File: src/rtl/gen_padded_multi.sv
// SHA256 multi-block padder: streams a message from byte SRAM and presents each
// padded 512-bit block to the compression core over a valid/ready handshake.
module gen_padded_multi #(
  parameter int MAX_MESSAGE_LENGTH = 256,
  parameter int ADDR_WIDTH = (MAX_MESSAGE_LENGTH > 1) ? $clog2(MAX_MESSAGE_LENGTH) : 1,
  parameter int LEN_WIDTH  = $clog2(MAX_MESSAGE_LENGTH + 1),
  parameter int BLK_WIDTH  = $clog2((MAX_MESSAGE_LENGTH + 72) / 64 + 1)
) (
  input  logic                  clock,
  input  logic                  reset,
  input  logic                  main_go_sig,
  input  logic [LEN_WIDTH-1:0]  msg_len,
  input  logic [7:0]            msg_mem_data,
  input  logic                  blk_ready,
  output logic                  regop_msg_mem_en,
  output logic [ADDR_WIDTH-1:0] regop_msg_mem_addr,
  output logic [511:0]          regop_pad_reg,
  output logic                  regop_pad_rdy,
  output logic                  regop_pad_last,
  output logic [BLK_WIDTH-1:0]  regop_blk_idx,
  output logic                  regop_busy
);

  localparam int IW = LEN_WIDTH + BLK_WIDTH + 8;

  typedef enum logic [1:0] {IDLE, FILL, PRESENT} state_t;

  state_t                state_q, state_d;
  logic [LEN_WIDTH-1:0]  len_q, len_d;
  logic [BLK_WIDTH-1:0]  lastIdx_q, lastIdx_d;
  logic [BLK_WIDTH-1:0]  blk_q, blk_d;
  logic [5:0]            pos_q, pos_d;
  logic                  issue_q, issue_d;
  logic                  memEn_q, memEn_d;
  logic [ADDR_WIDTH-1:0] memAddr_q, memAddr_d;
  logic                  s1Valid_q, s1Valid_d, s2Valid_q, s2Valid_d;
  logic [5:0]            s1Pos_q, s1Pos_d, s2Pos_q, s2Pos_d;
  logic                  s1IsMsg_q, s1IsMsg_d, s2IsMsg_q, s2IsMsg_d;
  logic [7:0]            s1Byte_q, s1Byte_d, s2Byte_q, s2Byte_d;
  logic [511:0]          pad_q, pad_d;
  logic                  rdy_q, rdy_d;
  logic                  last_q, last_d;
  logic                  busy_q, busy_d;

  logic [IW-1:0]         gIdx, lenExt;
  logic [63:0]           lenBits;
  logic                  isMsg;
  logic [7:0]            issueByte;
  logic [LEN_WIDTH-1:0]  lenClamp;

  // Classify the byte at the issue pointer: message, 0x80 marker, length field or zero.
  always_comb begin
    gIdx      = IW'({blk_q, pos_q});
    lenExt    = IW'(len_q);
    lenBits   = 64'(len_q) << 3;
    isMsg     = gIdx < lenExt;
    issueByte = 8'h00;
    if (gIdx == lenExt) begin
      issueByte = 8'h80;
    end else if (blk_q == lastIdx_q && pos_q >= 6'd56) begin
      issueByte = lenBits[{~pos_q[2:0], 3'b000} +: 8];
    end
    lenClamp = (IW'(msg_len) > IW'(MAX_MESSAGE_LENGTH)) ? LEN_WIDTH'(MAX_MESSAGE_LENGTH) : msg_len;
  end

  // Every position travels a two-stage pipe so SRAM bytes and generated bytes land alike.
  always_comb begin
    state_d   = state_q;
    len_d     = len_q;
    lastIdx_d = lastIdx_q;
    blk_d     = blk_q;
    pos_d     = pos_q;
    issue_d   = issue_q;
    memEn_d   = 1'b0;
    memAddr_d = memAddr_q;
    s1Valid_d = 1'b0;
    s1Pos_d   = s1Pos_q;
    s1IsMsg_d = s1IsMsg_q;
    s1Byte_d  = s1Byte_q;
    s2Valid_d = s1Valid_q;
    s2Pos_d   = s1Pos_q;
    s2IsMsg_d = s1IsMsg_q;
    s2Byte_d  = s1Byte_q;
    pad_d     = pad_q;
    rdy_d     = rdy_q;
    last_d    = last_q;
    busy_d    = busy_q;

    case (state_q)
      IDLE: begin
        if (main_go_sig) begin
          state_d   = FILL;
          len_d     = lenClamp;
          lastIdx_d = BLK_WIDTH'((IW'(lenClamp) + IW'(8)) >> 6);
          blk_d     = '0;
          pos_d     = '0;
          issue_d   = 1'b1;
          busy_d    = 1'b1;
        end
      end
      FILL: begin
        if (issue_q) begin
          s1Valid_d = 1'b1;
          s1Pos_d   = pos_q;
          s1IsMsg_d = isMsg;
          s1Byte_d  = issueByte;
          memEn_d   = isMsg;
          if (isMsg) begin
            memAddr_d = ADDR_WIDTH'(gIdx);
          end
          pos_d = pos_q + 6'd1;
          if (pos_q == 6'd63) begin
            issue_d = 1'b0;
          end
        end
        if (s2Valid_q) begin
          pad_d[{~s2Pos_q, 3'b000} +: 8] = s2IsMsg_q ? msg_mem_data : s2Byte_q;
          if (s2Pos_q == 6'd63) begin
            state_d = PRESENT;
            rdy_d   = 1'b1;
            last_d  = (blk_q == lastIdx_q);
          end
        end
      end
      PRESENT: begin
        if (blk_ready) begin
          rdy_d  = 1'b0;
          last_d = 1'b0;
          if (last_q) begin
            busy_d  = 1'b0;
            state_d = IDLE;
          end else begin
            blk_d   = blk_q + BLK_WIDTH'(1);
            pos_d   = '0;
            issue_d = 1'b1;
            state_d = FILL;
          end
        end
      end
      default: state_d = IDLE;
    endcase
  end

  always_ff @(posedge clock) begin
    if (reset) begin
      state_q   <= IDLE;
      len_q     <= '0;
      lastIdx_q <= '0;
      blk_q     <= '0;
      pos_q     <= '0;
      issue_q   <= 1'b0;
      memEn_q   <= 1'b0;
      memAddr_q <= '0;
      s1Valid_q <= 1'b0;
      s1Pos_q   <= '0;
      s1IsMsg_q <= 1'b0;
      s1Byte_q  <= '0;
      s2Valid_q <= 1'b0;
      s2Pos_q   <= '0;
      s2IsMsg_q <= 1'b0;
      s2Byte_q  <= '0;
      pad_q     <= '0;
      rdy_q     <= 1'b0;
      last_q    <= 1'b0;
      busy_q    <= 1'b0;
    end else begin
      state_q   <= state_d;
      len_q     <= len_d;
      lastIdx_q <= lastIdx_d;
      blk_q     <= blk_d;
      pos_q     <= pos_d;
      issue_q   <= issue_d;
      memEn_q   <= memEn_d;
      memAddr_q <= memAddr_d;
      s1Valid_q <= s1Valid_d;
      s1Pos_q   <= s1Pos_d;
      s1IsMsg_q <= s1IsMsg_d;
      s1Byte_q  <= s1Byte_d;
      s2Valid_q <= s2Valid_d;
      s2Pos_q   <= s2Pos_d;
      s2IsMsg_q <= s2IsMsg_d;
      s2Byte_q  <= s2Byte_d;
      pad_q     <= pad_d;
      rdy_q     <= rdy_d;
      last_q    <= last_d;
      busy_q    <= busy_d;
    end
  end

  assign regop_msg_mem_en   = memEn_q;
  assign regop_msg_mem_addr = memAddr_q;
  assign regop_pad_reg      = pad_q;
  assign regop_pad_rdy      = rdy_q;
  assign regop_pad_last     = last_q;
  assign regop_blk_idx      = blk_q;
  assign regop_busy         = busy_q;

endmodule
File: config.mk
export PLATFORM = sky130hd
export DESIGN_NAME = gen_padded_multi
export DESIGN_NICKNAME = d
export VERILOG_FILES = /design/src/rtl/gen_padded_multi.sv
export SDC_FILE = /design/constraint.sdc
export NUM_CORES = 1
export LEC_CHECK = 0
export BUFFER_PORTS_ARGS = -buffer_cell sky130_fd_sc_hd__buf_2
export CAP_MARGIN = 0
export CORE_MARGIN = 3
export CORE_UTILIZATION = 30
export CTS_BUF_LIST = sky130_fd_sc_hd__clkbuf_2
export CTS_CLUSTER_DIAMETER = 50
export DETAILED_ROUTE_END_ITERATION = 8
export GPL_ROUTABILITY_DRIVEN = 0
export SLEW_MARGIN = 20
export SYNTH_ARGS = -nofsm -noshare
export SYNTH_HDL_FRONTEND = slang
export SYNTH_SLANG_ARGS = --single-unit
File: constraint.sdc
create_clock -name clock -period 3.15 [get_ports clock]
set_input_delay 0.1575 -clock clock [delete_from_list [all_inputs] [get_ports clock]]
set_output_delay 0.1575 -clock clock [all_outputs]
set_load 0.01 [all_outputs]
* After elaboration in Yosys (flattened, before gate mapping)
Index checks and enable logic that the tools add are counted.
** Operators by class
- $add $sub $neg :: 4
- Multipliers :: 0
- Divide/modulo/power cells :: 0
- $lt $le $gt $ge :: 3
- Equality and inequality tests :: 13
- Shifts and indexed selects :: 3
- Mux-type cells :: 37
- Bitwise gates (word level) :: 4
- Reduce and logical (&&, ||, !) cells :: 17
** Operator list (number)
- 512-bit bitwise mux :: 1
- 8-bit by 11-bit variable shift with 512-bit output (first input constant) :: 1
- 8-bit by 11-bit variable part select with 512-bit output :: 1
- 64-bit by 7-bit variable part select with 8-bit output :: 1
- 6-bit 2-to-1 mux :: 4
- 8-bit 2-to-1 mux :: 3
- 4-bit AND reduction :: 5
- 6-bit one-hot mux with 3 select lines :: 1
- 1-bit 2-to-1 mux :: 14
- 2-bit != test (second input constant) :: 7
- 6-bit equality test (second input constant) :: 2
- 9-bit negator with 11-bit output :: 1
- 9-bit by 4-bit adder with 9-bit output (second input constant) :: 1
- 9-bit equality test :: 1
- 9-bit > comparator (second input constant) :: 1
- 9-bit less-than comparator :: 1
- 3-bit 2-to-1 mux :: 3
- 9-bit 2-to-1 mux :: 1
- 2-bit 2-to-1 mux :: 4
- 6-bit by 1-bit adder with 6-bit output (second input constant) :: 1
- 6-bit >= comparator (second input constant) :: 1
- 6-bit inverter :: 1
- 1-bit one-hot mux with 2 select lines :: 3
- 2-bit one-hot mux with 3 select lines :: 1
- 17 further kinds :: 21
** Word-level totals
- Bits in registers :: 580
- Latch bits :: 0
- Bits in writable memories :: 0
- Bits in read-only memories :: 0
- Input port bits :: 21
- Output and inout port bits :: 527
- Logic and storage cells :: 101
- Memories :: 0

* Depth between registers and ports, before layout
- Depth in word-level cells :: 4
- Gate-level depth with buffers :: 10
- Depth with buffers taken out :: 7

* Worst setup path after synthesis
OpenSTA, ideal clock, no wires.
- Kind :: register -> register
- From :: reg pos_q[0]
- To :: reg memAddr_q[7], in the netlist regop_msg_mem_addr[7]
- Library setup time :: 72 ps
- Data arrival time :: 2256 ps
- Required time :: 3078 ps
- Setup slack :: 822 ps
- Stages on the path, launching flop included :: 10
- Clock period less this slack :: 2328 ps
- Path through :: dfxtp_1 > clkbuf_1 > inv_1 > ha_1 > nor2b_1 > o21ai_0 > a211oi_1 > or3_1 > clkbuf_1 > mux2i_1
** On the way
- Cells in the longest elaborated chain, start to end :: 2
** RTL lines
- start, declared :: line 32 : logic [5:0] pos_q, pos_d;
- start signal, assigned :: line 171 : pos_q <= pos_d;
- 9-bit less-than comparator :: line 56 : isMsg = gIdx < lenExt;
- 3-bit AND reduction (no source line)
- end signal, assigned :: line 174 : memAddr_q <= memAddr_d;
- end, declared :: line 35 : logic [ADDR_WIDTH-1:0] memAddr_q, memAddr_d;
Every way passes these cells.
A chain may end at the register's enable or synchronous reset.

* Worst setup path in the final report
- From :: reg s2Pos_q[0]
- To :: reg pad_q[406], in the netlist regop_pad_reg[406]
** On the way
- Cells in the longest elaborated chain, start to end :: 4
- Elaborated cells on any way between the ends :: 5
- Those cells by class :: add/sub (1); shift (2); mux (1); bitwise (1)
** RTL lines
- start, declared :: line 37 : logic [5:0] s1Pos_q, s1Pos_d, s2Pos_q, s2Pos_d;
- start signal, assigned :: line 180 : s2Pos_q <= s2Pos_d;
- 6-bit inverter * :: line 117 : pad_d[{~s2Pos_q, 3'b000} +: 8] = s2IsMsg_q ? msg_mem_data : s2Byte_q;
- 9-bit negator with 11-bit output * :: line 117
- 8-bit by 11-bit variable part select with 512-bit output / 8-bit by 11-bit variable shift with 512-bit output (equally long branches) :: line 117
- 512-bit bitwise mux * :: line 117
- end signal, assigned :: line 183 : pad_q <= pad_d;
- end, declared :: line 40 : logic [511:0] pad_q, pad_d;
Mark *: on every way between the ends. The rest lies on a longest branch, timed or not.

==> flow_summary.json <==
{
  "status": "finished, final reports clean",
  "tns_ns": 0,
  "wire_length_after_detailed_routing_um": 81500,
  "finalHoldViolCount": 0,
  "path_delay_family": "simple AND/OR/NAND/NOR gates",
  "synth-edff-count": 0,
  "postSynthNetCount": 2239,
  "postSynthRegisterBits": 580,
  "avgSynthCellArea_um2": 9.94,
  "drt_drc_violations_left": 0,
  "critPathCaptureType": "register",
  "max_freq_mhz": 347,
  "area.growth.synth_to_final_pct": 28.0,
  "cp_data_required_time_ns": 4.38,
  "ir_drop_v": 0.000292,
  "hold_class": "in2reg",
  "fin_hold_ws_ns": 0.351,
  "pin_count": 548,
  "path_buf_inv": 1,
  "critical_path_peak_fanout": 14,
  "cts_htree_levels": 4,
  "worst_skew_pair.late_latency_ns": 1.34,
  "synth_cell_types": 61,
  "synth_common_cells": "580 x sky130_fd_sc_hd__dfxtp_1, 517 x sky130_fd_sc_hd__nand2_1, 421 x sky130_fd_sc_hd__mux2i_1, 128 x sky130_fd_sc_hd__clkbuf_1, 68 x sky130_fd_sc_hd__o21ai_0",
  "routed_wire_length_per_instance_um": 20.6,
  "worstSetupPathType": "reg2reg",
  "wl_met3_um": 4730,
  "drt_iter0_markers": 1158,
  "cp_slowest_stage_delay_ns": 0.53,
  "clk_root_buffer_cell": "sky130_fd_sc_hd__clkbuf_2",
  "clkSlewWorstSetupHoldPaths_ns": 0.10,
  "grt_use_total_pct": 20.6,
  "synth_area_um2": 21900,
  "antenna_violations_before_repair": 5,
  "synthDominantCellAreaShare_pct": 53.0,
  "coreArea_um2": 72000,
  "globalRouteOverflowTotal": 0,
  "largest_register_ff_count": 512,
  "finClkSkew_ns": 0.0927,
  "synth_ff_type": "sky130_fd_sc_hd__dfxtp_1",
  "post-layout-total-power_mw": 13.1,
  "clockBufferDepth": 3,
  "via_per_inst": 4.75,
  "cts_made_buffers": 156,
  "number_of_iterations_in_the_first_detailed_routing_pass": 5,
  "synth-warning-count": 0,
  "number_of_global_route_vias_before_repair": 18400,
  "die_area_um2": 76400,
  "tightest_slew_ns": 0.923,
  "max_cap_viol_count": 0,
  "power.density_nw_per_um2": 468,
  "period_needed_ns": 2.89,
  "synth_async_sr_flop_share_pct": 0,
  "layout_worst_path_cycle_share_pct": 91.6,
  "total_setup_violations_reported_at_the_end_of_the_flow": 0,
  "critical_path.cell_chain": "ha_1 -> nand3_1 -> xor2_2 -> nand3_4 -> nor4_4 -> buf_4 -> mux2i_1",
  "slew-limit-headroom_pct": 38.2,
  "start_kind": "register",
  "met2RoutedLength_um": 38900,
  "report.final.slew_viol_count": 0,
  "place_area_um2": 26100,
  "via_total_after_detailed_routing": 18800,
  "post_route_cells_drive_above_1_share_pct": 33.0,
  "ys_seq_area_share_pct": 53.0,
  "synth_top_cells_by_area": "sky130_fd_sc_hd__dfxtp_1 53%, sky130_fd_sc_hd__mux2i_1 19%, sky130_fd_sc_hd__nand2_1 8.9%",
  "placementRows": 98,
  "wirelength_met1_um": 35100,
  "start_util_pct": 30.5,
  "synth_area_leader_cell": "sky130_fd_sc_hd__dfxtp_1",
  "dpl.hpwl_um": 56600,
  "port_buffers": 547,
  "unrepaired_setup_endpoints_after_global_routing": "no",
  "syn_inst": 2205,
  "clkSinkCount": 580,
  "slowest_stage": "sky130_fd_sc_hd__dfxtp_1",
  "die_height_um": 276,
  "cp_data_arrival_time_ns": 4.12,
  "stdcell_area_um2": 28100,
  "antenna_violating_nets_post_route": 0,
  "fin_nets": 2941,
  "highest_layer": "met4",
  "grt_start_max_net_pins": 147,
  "cellLeakagePower_nw": 13.1,
  "yosysMostFrequentCell": "sky130_fd_sc_hd__dfxtp_1",
  "tritoncts": "done",
  "wire_length_of_the_first_global_routing_pass_um": 120000,
  "die-width_um": 276
}
==> cell type report <==
class	instances	area (um^2)
Fill cell	7339	43900
Timing Repair Buffer	700	4080
Inverter	16	67.6
Clock inverter	39	312
Tap cell	950	1190
Clock buffer	216	1080
Multi-Input combinational cell	1453	9710
Sequential cell	580	11600
Antenna cell	5	12.5
==> cells in the final DEF, fill, tap and decap left out, drive strengths merged, types with 6 or more instances in the layout <==
cell type	count
a31o	39
clkinv	26
nor2b	25
nand2	517
nand4	12
ha	13
a21oi	27
xor2	6
dlygate4sd3	53
o211ai	22
a22o	9
nor2	62
o21ai	71
inv	20
clkbuf	216
or3	12
mux2i	421
nand2b	11
a211oi	13
nand3	71
nor4	18
or2	8
dfxtp	580
nor3	48
buf	647
xnor2	7
==> metrics by stage <==
| step | instances | util [%] | setup slack, ns |
|---|---|---|---|
| final | 3959 | 39.0 | 0.264 |
| after global routing | 3959 | 39.0 | 0.0386 |
| after CTS | 3953 | 38.9 | 0.00575 |
| after detailed placement | 3645 | 36.2 | -0.00700 |
| after global placement | 3645 | 36.2 | 0.105 |
| after floorplan | 2205 | - | 0.822 |
==> metal layers <==
layer | vias to the layer above | GRT usage, %
met3 | 151 | 5.41
met5 | - | 0
met2 | 601 | 34.2
met1 | 9029 | 25.4
li1 | 9018 | -
met4 | 0 | 7.98
==> where the power goes <==
part           total [mW]  internal, mW  switching (mW)
clock network        5.43          2.25            3.18
logic               0.339         0.108           0.231
registers            7.35          7.34          0.0153
total                13.1          9.70            3.43
==> timing repair <==
item                                   in CTS  in global routing
endpoints found under the hold margin     422                  0
setup buffers                               0                  1
hold buffers                               53                  0
resized for setup                           0                  3
setup endpoints to repair                   6                 43
pin swaps                                   1                  1
==> worst paths after layout <==
check,from,endpoint,slack (ns),cells after the start
worst max-delay path,s2Pos_q[0]$_SDFF_PP0_,regop_pad_reg[406]$_SDFFE_PP0P_,0.26,7
worst min-delay path,msg_mem_data[0],regop_pad_reg[0]$_SDFFE_PP0P_,0.35,5
worst max register to register,s2Pos_q[0]$_SDFF_PP0_,regop_pad_reg[406]$_SDFFE_PP0P_,0.26,7
worst min register to register,s1Byte_q[1]$_SDFFE_PP0P_,s2Byte_q[1]$_SDFF_PP0_,0.39,1
==> kinds of logic (layout without fill, tap and decap cells) <==
kind of cell	Yosys count	after routing	share of synthesized area, %
simple gates	806	806	17.3
flops	580	580	53.0
mux	423	423	19.3
compound gates	198	198	6.05
buf+inv	172	971	3.11
fa+ha+maj	13	13	0.742
xor+xnor	13	13	0.554
other cells	0	5	0
==> worst min-delay path, stage by stage <==
cell	delay, ns
sky130_fd_sc_hd__dlygate4sd3_1	0.55
sky130_fd_sc_hd__buf_2	0.11
sky130_fd_sc_hd__dlygate4sd3_1	0.54
sky130_fd_sc_hd__mux2i_1	0.09
sky130_fd_sc_hd__a211oi_1	0.21
Note: power is estimated with default switching activity, not from simulation.
